**src/rtl/ifu_mem_req_sched.sv**
```systemverilog
`timescale 1ns/1ps
// ifu_mem_req_sched: arbitrates the IFU memory read port between demand line
// fills and next-line prefetches. One transaction in flight, demand first,
// demand merges into an in-flight prefetch of the same line, and repeated
// prefetches of the most recently filled prefetch line are suppressed.
//
// Handshakes: a request moves when valid and ready are both high at a rising
// Clock edge. Neither side may make valid depend on the other side's ready.
// mem_reqValidOut/mem_reqTagOut stay stable until mem_reqReadyIn is seen.
module ifu_mem_req_sched #(
  parameter int TAG_WIDTH = 28,
  parameter int CNT_WIDTH = 16
) (
  input  logic                 Clock,
  input  logic                 Rst,
  input  logic                 dmd_reqValidIn,
  input  logic [TAG_WIDTH-1:0] dmd_reqTagIn,
  output logic                 dmd_reqReadyOut,
  input  logic                 pf_reqValidIn,
  input  logic [TAG_WIDTH-1:0] pf_reqTagIn,
  output logic                 mem_reqValidOut,
  output logic [TAG_WIDTH-1:0] mem_reqTagOut,
  input  logic                 mem_reqReadyIn,
  input  logic                 mem_rspValidIn,
  input  logic [TAG_WIDTH-1:0] mem_rspTagIn,
  output logic                 rsp_fillValidOut,
  output logic                 rsp_isPrefetchOut,
  output logic                 busyOut,
  output logic [CNT_WIDTH-1:0] pf_issueCntOut,
  output logic [1:0]           dbg_stateOut
);

  typedef enum logic [1:0] {
    S_IDLE = 2'd0,
    S_REQ  = 2'd1,
    S_WAIT = 2'd2
  } state_e;

  state_e                 state_q, state_d;
  logic [TAG_WIDTH-1:0]   cur_tag_q, cur_tag_d;
  logic                   cur_is_pf_q, cur_is_pf_d;
  logic                   pend_v_q, pend_v_d;
  logic [TAG_WIDTH-1:0]   pend_tag_q, pend_tag_d;
  logic                   lastpf_v_q, lastpf_v_d;
  logic [TAG_WIDTH-1:0]   lastpf_tag_q, lastpf_tag_d;
  logic                   mem_req_valid_q, mem_req_valid_d;
  logic [TAG_WIDTH-1:0]   mem_req_tag_q, mem_req_tag_d;
  logic                   fill_valid_q, fill_valid_d;
  logic                   fill_is_pf_q, fill_is_pf_d;
  logic [CNT_WIDTH-1:0]   cnt_q, cnt_d;

  logic dmd_ready;
  logic dmd_acc;
  logic pf_dup;
  logic rsp_match;

  // Next-state and next-output computation for the scheduler.
  always_comb begin
    state_d       = state_q;
    cur_tag_d     = cur_tag_q;
    cur_is_pf_d   = cur_is_pf_q;
    pend_v_d      = pend_v_q;
    pend_tag_d    = pend_tag_q;
    lastpf_v_d    = lastpf_v_q;
    lastpf_tag_d  = lastpf_tag_q;
    cnt_d         = cnt_q;
    fill_valid_d  = 1'b0;
    fill_is_pf_d  = 1'b0;

    // Outside IDLE a demand is only taken while a prefetch occupies the port
    // and the single pending slot is free.
    dmd_ready = (state_q == S_IDLE) || (cur_is_pf_q && !pend_v_q);
    dmd_acc   = dmd_reqValidIn && dmd_ready;
    pf_dup    = lastpf_v_q && (pf_reqTagIn == lastpf_tag_q);
    rsp_match = (state_q == S_WAIT) && mem_rspValidIn && (mem_rspTagIn == cur_tag_q);

    case (state_q)
      S_IDLE: begin
        if (dmd_reqValidIn) begin
          cur_tag_d   = dmd_reqTagIn;
          cur_is_pf_d = 1'b0;
          state_d     = S_REQ;
        end else if (pf_reqValidIn && !pf_dup) begin
          cur_tag_d   = pf_reqTagIn;
          cur_is_pf_d = 1'b1;
          state_d     = S_REQ;
          if (cnt_q != {CNT_WIDTH{1'b1}}) begin
            cnt_d = cnt_q + {{(CNT_WIDTH-1){1'b0}}, 1'b1};
          end
        end
      end
      S_REQ, S_WAIT: begin
        if (rsp_match) begin
          fill_valid_d = 1'b1;
          fill_is_pf_d = cur_is_pf_q;
          if (cur_is_pf_q) begin
            lastpf_v_d   = 1'b1;
            lastpf_tag_d = cur_tag_q;
          end
          // A queued demand (or one arriving right now) reissues with no
          // IDLE bubble.
          if (pend_v_q) begin
            cur_tag_d   = pend_tag_q;
            cur_is_pf_d = 1'b0;
            pend_v_d    = 1'b0;
            state_d     = S_REQ;
          end else if (dmd_acc) begin
            cur_tag_d   = dmd_reqTagIn;
            cur_is_pf_d = 1'b0;
            state_d     = S_REQ;
          end else begin
            state_d = S_IDLE;
          end
        end else begin
          if ((state_q == S_REQ) && mem_reqReadyIn) begin
            state_d = S_WAIT;
          end
          if (dmd_acc) begin
            if (dmd_reqTagIn == cur_tag_q) begin
              cur_is_pf_d = 1'b0;
            end else begin
              pend_v_d   = 1'b1;
              pend_tag_d = dmd_reqTagIn;
            end
          end
        end
      end
      default: state_d = S_IDLE;
    endcase

    mem_req_valid_d = (state_d == S_REQ);
    mem_req_tag_d   = cur_tag_d;
  end

  // State and registered outputs; reset abandons any transaction.
  always_ff @(posedge Clock or negedge Rst) begin
    if (!Rst) begin
      state_q         <= S_IDLE;
      cur_tag_q       <= '0;
      cur_is_pf_q     <= 1'b0;
      pend_v_q        <= 1'b0;
      pend_tag_q      <= '0;
      lastpf_v_q      <= 1'b0;
      lastpf_tag_q    <= '0;
      mem_req_valid_q <= 1'b0;
      mem_req_tag_q   <= '0;
      fill_valid_q    <= 1'b0;
      fill_is_pf_q    <= 1'b0;
      cnt_q           <= '0;
    end else begin
      state_q         <= state_d;
      cur_tag_q       <= cur_tag_d;
      cur_is_pf_q     <= cur_is_pf_d;
      pend_v_q        <= pend_v_d;
      pend_tag_q      <= pend_tag_d;
      lastpf_v_q      <= lastpf_v_d;
      lastpf_tag_q    <= lastpf_tag_d;
      mem_req_valid_q <= mem_req_valid_d;
      mem_req_tag_q   <= mem_req_tag_d;
      fill_valid_q    <= fill_valid_d;
      fill_is_pf_q    <= fill_is_pf_d;
      cnt_q           <= cnt_d;
    end
  end

  // Ready is held low while reset is asserted so every output reads 0.
  assign dmd_reqReadyOut   = Rst && dmd_ready;
  assign mem_reqValidOut   = mem_req_valid_q;
  assign mem_reqTagOut     = mem_req_tag_q;
  assign rsp_fillValidOut  = fill_valid_q;
  assign rsp_isPrefetchOut = fill_is_pf_q;
  assign busyOut           = (state_q != S_IDLE) || pend_v_q;
  assign pf_issueCntOut    = cnt_q;
  assign dbg_stateOut      = state_q;

endmodule

```
**config.mk**
```make
export PLATFORM = sky130hd
export DESIGN_NAME = ifu_mem_req_sched
export DESIGN_NICKNAME = d
export VERILOG_FILES = /design/src/rtl/ifu_mem_req_sched.sv
export SDC_FILE = /design/constraint.sdc
export NUM_CORES = 1
export LEC_CHECK = 0
export BUFFER_PORTS_ARGS = -buffer_cell sky130_fd_sc_hd__buf_2
export CAP_MARGIN = 0
export CELL_PAD_IN_SITES_DETAIL_PLACEMENT = 1
export CELL_PAD_IN_SITES_GLOBAL_PLACEMENT = 2
export CORE_MARGIN = 5
export CORE_UTILIZATION = 35
export DETAILED_ROUTE_END_ITERATION = 12
export PLACE_DENSITY_LB_ADDON = 0.2
export SLEW_MARGIN = 20
export SYNTH_ARGS = -nofsm -noshare
export SYNTH_HDL_FRONTEND = slang
export SYNTH_SLANG_ARGS = --single-unit
export TNS_END_PERCENT = 50
```
**constraint.sdc**
```tcl
create_clock -name Clock -period 3.25 [get_ports Clock]
set_clock_uncertainty 0.05 [all_clocks]
set_input_delay 0.4875 -clock Clock [delete_from_list [all_inputs] [get_ports Clock]]
set_output_delay 0.4875 -clock Clock [all_outputs]
set_load 0.05 [all_outputs]
```
==> reports/results.tsv <==
stage	metric	value	unit
synth	synth unique cells	50	
worst_setup_path	Worst setup SP type	flop	
pwr	pwr dens	841.3	mW/mm^2
clock_tree	clk sinks	108	
route	highest metal used	met5	
synth	biggest area consumer among synthesized cells	dfrtp_1	
global_route	vias in the first global route	5515	
worst_setup_path	crit-path leading delay family	buffers and inverters	
route	Routed Antenna Nets	0	
worst_setup_path	WP buf/inv	3	
route	drt wl/cell	21.30	microns
route	via count	4948	
route	# DRC	0	
cells_and_area	fillers	2030	
synth	sequential area share after synthesis	41.86	%
timing	crit path time final	2.739	ns
cells_and_area	area grow syn2layout	19.88	%
timing	fraction of the cycle the final worst path needs	84.27	%
global_route	antenna violations before repair	1	
worst_setup_path	CP most frequent cell	buf_4	
synth	top_reg_cell synth	dfrtp_1	
floorplanning	Rows	49	
pwr	Static Leak	3.765	nW
cells_and_area	Final Instance Area	0.007740	sq mm
floorplanning	Initial Util	35.70	%
route	Iter 0 DRT Violations	182	
floorplanning	Die Ht	145.8	microns
timing	Final Setup Violations	0	
timing	Setup WS post-layout	0.5113	ns
placed_design	IO Port Bufs	140	
worst_setup_path	Worst Path Required	3.44	ns
global_route	largest net degree at the start of global routing	56	
placed_design	post-DP HPWL	15100	microns
worst_setup_path	R2R depth	6	
clock_tree	Resized Gates After CTS	0	
route	Detailed Routing Iterations Pass 1	4	
placed_design	instance area at placement	0.007437	sq mm
synth	Async S/R FF share, synth	100.0	%
worst_setup_path	Setup crit end kind	flop	
timing	fin. max-slew vios	0	
clock_tree	root buf cell	clkbuf_16	
route	DRT met1 WL	8924	microns
global_route	GRT Total Usage	19.32	%
synth	Ys Warns	0	
synth	Post-synth top cells	dfrtp_1 (108), xnor2_1 (68), mux2_2 (61)	
global_route	global route total overflow	0	
synth	Avg Cell Area, Syn	11.27	sq um
synth	most area-consuming cells after synthesis	dfrtp_1 (42%), mux2_2 (11%), xnor2_1 (9.2%)	
clock_tree	clk slew on worst S/H paths	0.07	ns
placed_design	GP Congestion	0.8126	
synth	EDFF count, synth	0	
synth	cells after synthesis	573	
clock_tree	CTS Buffer Depth	2	
cells_and_area	Multi-input gate area	0.003565	sq mm
worst_setup_path	critical path class	flop to flop	
synth	share of the synthesized area in the top cell type	41.86	%
worst_setup_path	CP Depth	6	
clock_tree	worst skew pair latency	0.35	ns
worst_setup_path	CP Cell Sequence	inv_1 > ha_2 > buf_4 > a21o_1 > buf_4 > mux2_2	
floorplanning	die footprint	0.02126	sq mm
flow_run	maxcap violations	0	
pwr	total power draw	6.511	mW
route	met2 routed wirelength	10110	microns
synth	most common cell in the netlist	dfrtp_1	
floorplanning	chip width	145.8	microns
clock_tree	CTS HTree Levels	3	
worst_setup_path	Worst Path Arrival	2.93	ns
timing	max_slew headroom	50.50	%
floorplanning	Boundary Pins	141	
route	WL final	20130	microns
synth	syn nets	668	
global_route	first-pass GRT wire length	32250	microns
timing	setup repair after global routing missed its margin	no	
synth	Netlist Area Pre-Place	0.006456	sq mm
cells_and_area	FF/Latch Area	0.002703	sq mm
route	vias per cell	5.236	
worst_setup_path	critical-path maximum fanout	49	
route	met3 WL	792	microns
timing	Worst Tran Pin Value	0.7426	ns
timing	max frequency	365.1	MHz
worst_hold_path	hold crit path type	input pin to flop	
cells_and_area	layout cells sized above 1	37.01	%
clock_tree	CTS tree	yes	
worst_setup_path	CP peak stage delay	0.54	ns
synth	Seq cells post-synth	108	
status	status	finished, final reports clean	
worst_setup_path	slowest CP cell	ha_2	
floorplanning	Core Region	0.01809	sq mm
cells_and_area	Ant. Diodes	0	
worst_hold_path	hold path cells	2	
clock_tree	CTS Buf Count	9	
timing	endpoints failing hold	0	
pwr	maximum vdd drop	326.8	uV
timing	Fin Setup TNS	0	ns
placed_design	worst slack, placed	0.4702	ns
cells_and_area	nets	807	
layout make-up:
| cell class | instances | area share, % |
|---|---|---|
| timing repair buffer | 156 | 11.15 |
| multi-input combinational | 429 | 46.06 |
| sequential | 108 | 34.92 |
| clock inverter | 3 | 0.5981 |
| inverter | 8 | 0.3880 |
| clock buffer | 12 | 3.185 |
| tap | 229 | 3.702 |
routing by layer:
| metal | vias up | track usage, % |
|---|---|---|
| met5 | - | 0 |
| met4 | 2 | 4.416 |
| met3 | 17 | 3.675 |
| met2 | 112 | 33.43 |
| met1 | 2492 | 25.09 |
| li1 | 2325 | - |
cell usage in the layout (no fill, tap or decap), types with 3 or more instances in the layout:
| master | synthesis | final |
|---|---|---|
| clkbuf_16 | 0 | 9 |
| and3_1 | 8 | 8 |
| xnor2_1 | 68 | 68 |
| mux2_4 | 20 | 20 |
| nor3_1 | 7 | 7 |
| buf_2 | 3 | 139 |
| mux2i_1 | 29 | 29 |
| inv_1 | 7 | 7 |
| nor2_1 | 13 | 12 |
| a21oi_1 | 31 | 31 |
| nor4_2 | 5 | 5 |
| mux2_1 | 5 | 5 |
| dfrtp_1 | 108 | 108 |
| buf_12 | 2 | 3 |
| mux2_2 | 61 | 61 |
| nor2b_1 | 31 | 31 |
| nor4_1 | 4 | 4 |
| nand3_1 | 20 | 20 |
| nand2b_1 | 5 | 5 |
| buf_4 | 4 | 13 |
| ha_1 | 5 | 4 |
| o21ai_0 | 3 | 3 |
| a211oi_1 | 28 | 28 |
| xor2_1 | 27 | 27 |
| nand4_1 | 20 | 20 |
| nand2_1 | 16 | 16 |
state kept, by name, indices dropped and copies added (netlist names):
signal	cells
cur_is_pf_q	1
dbg_stateOut	2
lastpf_tag_q	28
lastpf_v_q	1
mem_reqTagOut	28
mem_reqValidOut	1
pend_tag_q	28
pend_v_q	1
pf_issueCntOut	16
rsp_fillValidOut	1
rsp_isPrefetchOut	1
repair_timing:
item | CTS | global route
hold endpoints to repair | 11 | 0
setup buffers | 0 | 0
hold buffers | 1 | 0
power breakdown:
group          switching, mW  internal [mW]
clock network          0.511          0.619
logic                   1.90           1.31
registers              0.446           1.72
worst paths after layout:
kind	start	end	slack [ns]
worst max register to register	dbg_stateOut[0]	mem_reqTagOut[23]	0.51
worst max-delay path	dbg_stateOut[0]	mem_reqTagOut[23]	0.51
max in group asynchronous	Rst	pend_tag_q[5]	1.55
min in group asynchronous	Rst	pend_tag_q[11]	0.53
worst min register to register	lastpf_v_q	lastpf_v_q	0.43
worst min-delay path	dmd_reqTagIn[21]	pend_tag_q[21]	0.37
cell families (layout without fill, tap and decap cells):
| family | count (synthesis) | after routing | share of synthesized area [%] |
|---|---|---|---|
| compound gates | 75 | 75 | 7.597 |
| mux | 115 | 115 | 20.66 |
| flops | 108 | 108 | 41.86 |
| simple gates | 139 | 139 | 13.02 |
| buf+inv | 36 | 179 | 3.004 |
| xor+xnor | 95 | 95 | 12.89 |
| fa+ha+maj | 5 | 5 | 0.9690 |
per-stage QoR:
| step | hold WS, ns | utilization [%] | instances |
|---|---|---|---|
| 5_1_grt | 0.3724 | 42.79 | 945 |
| 3_5_place_dp | 0.3807 | 41.12 | 929 |
| 6_report | 0.3738 | 42.79 | 945 |
| 2_1_floorplan | 0.1419 | - | 573 |
| 3_3_place_gp | 0.3758 | 41.12 | 929 |
| 4_1_cts | 0.3659 | 42.79 | 945 |
No activity file was read; power rests on OpenSTA's default activity.
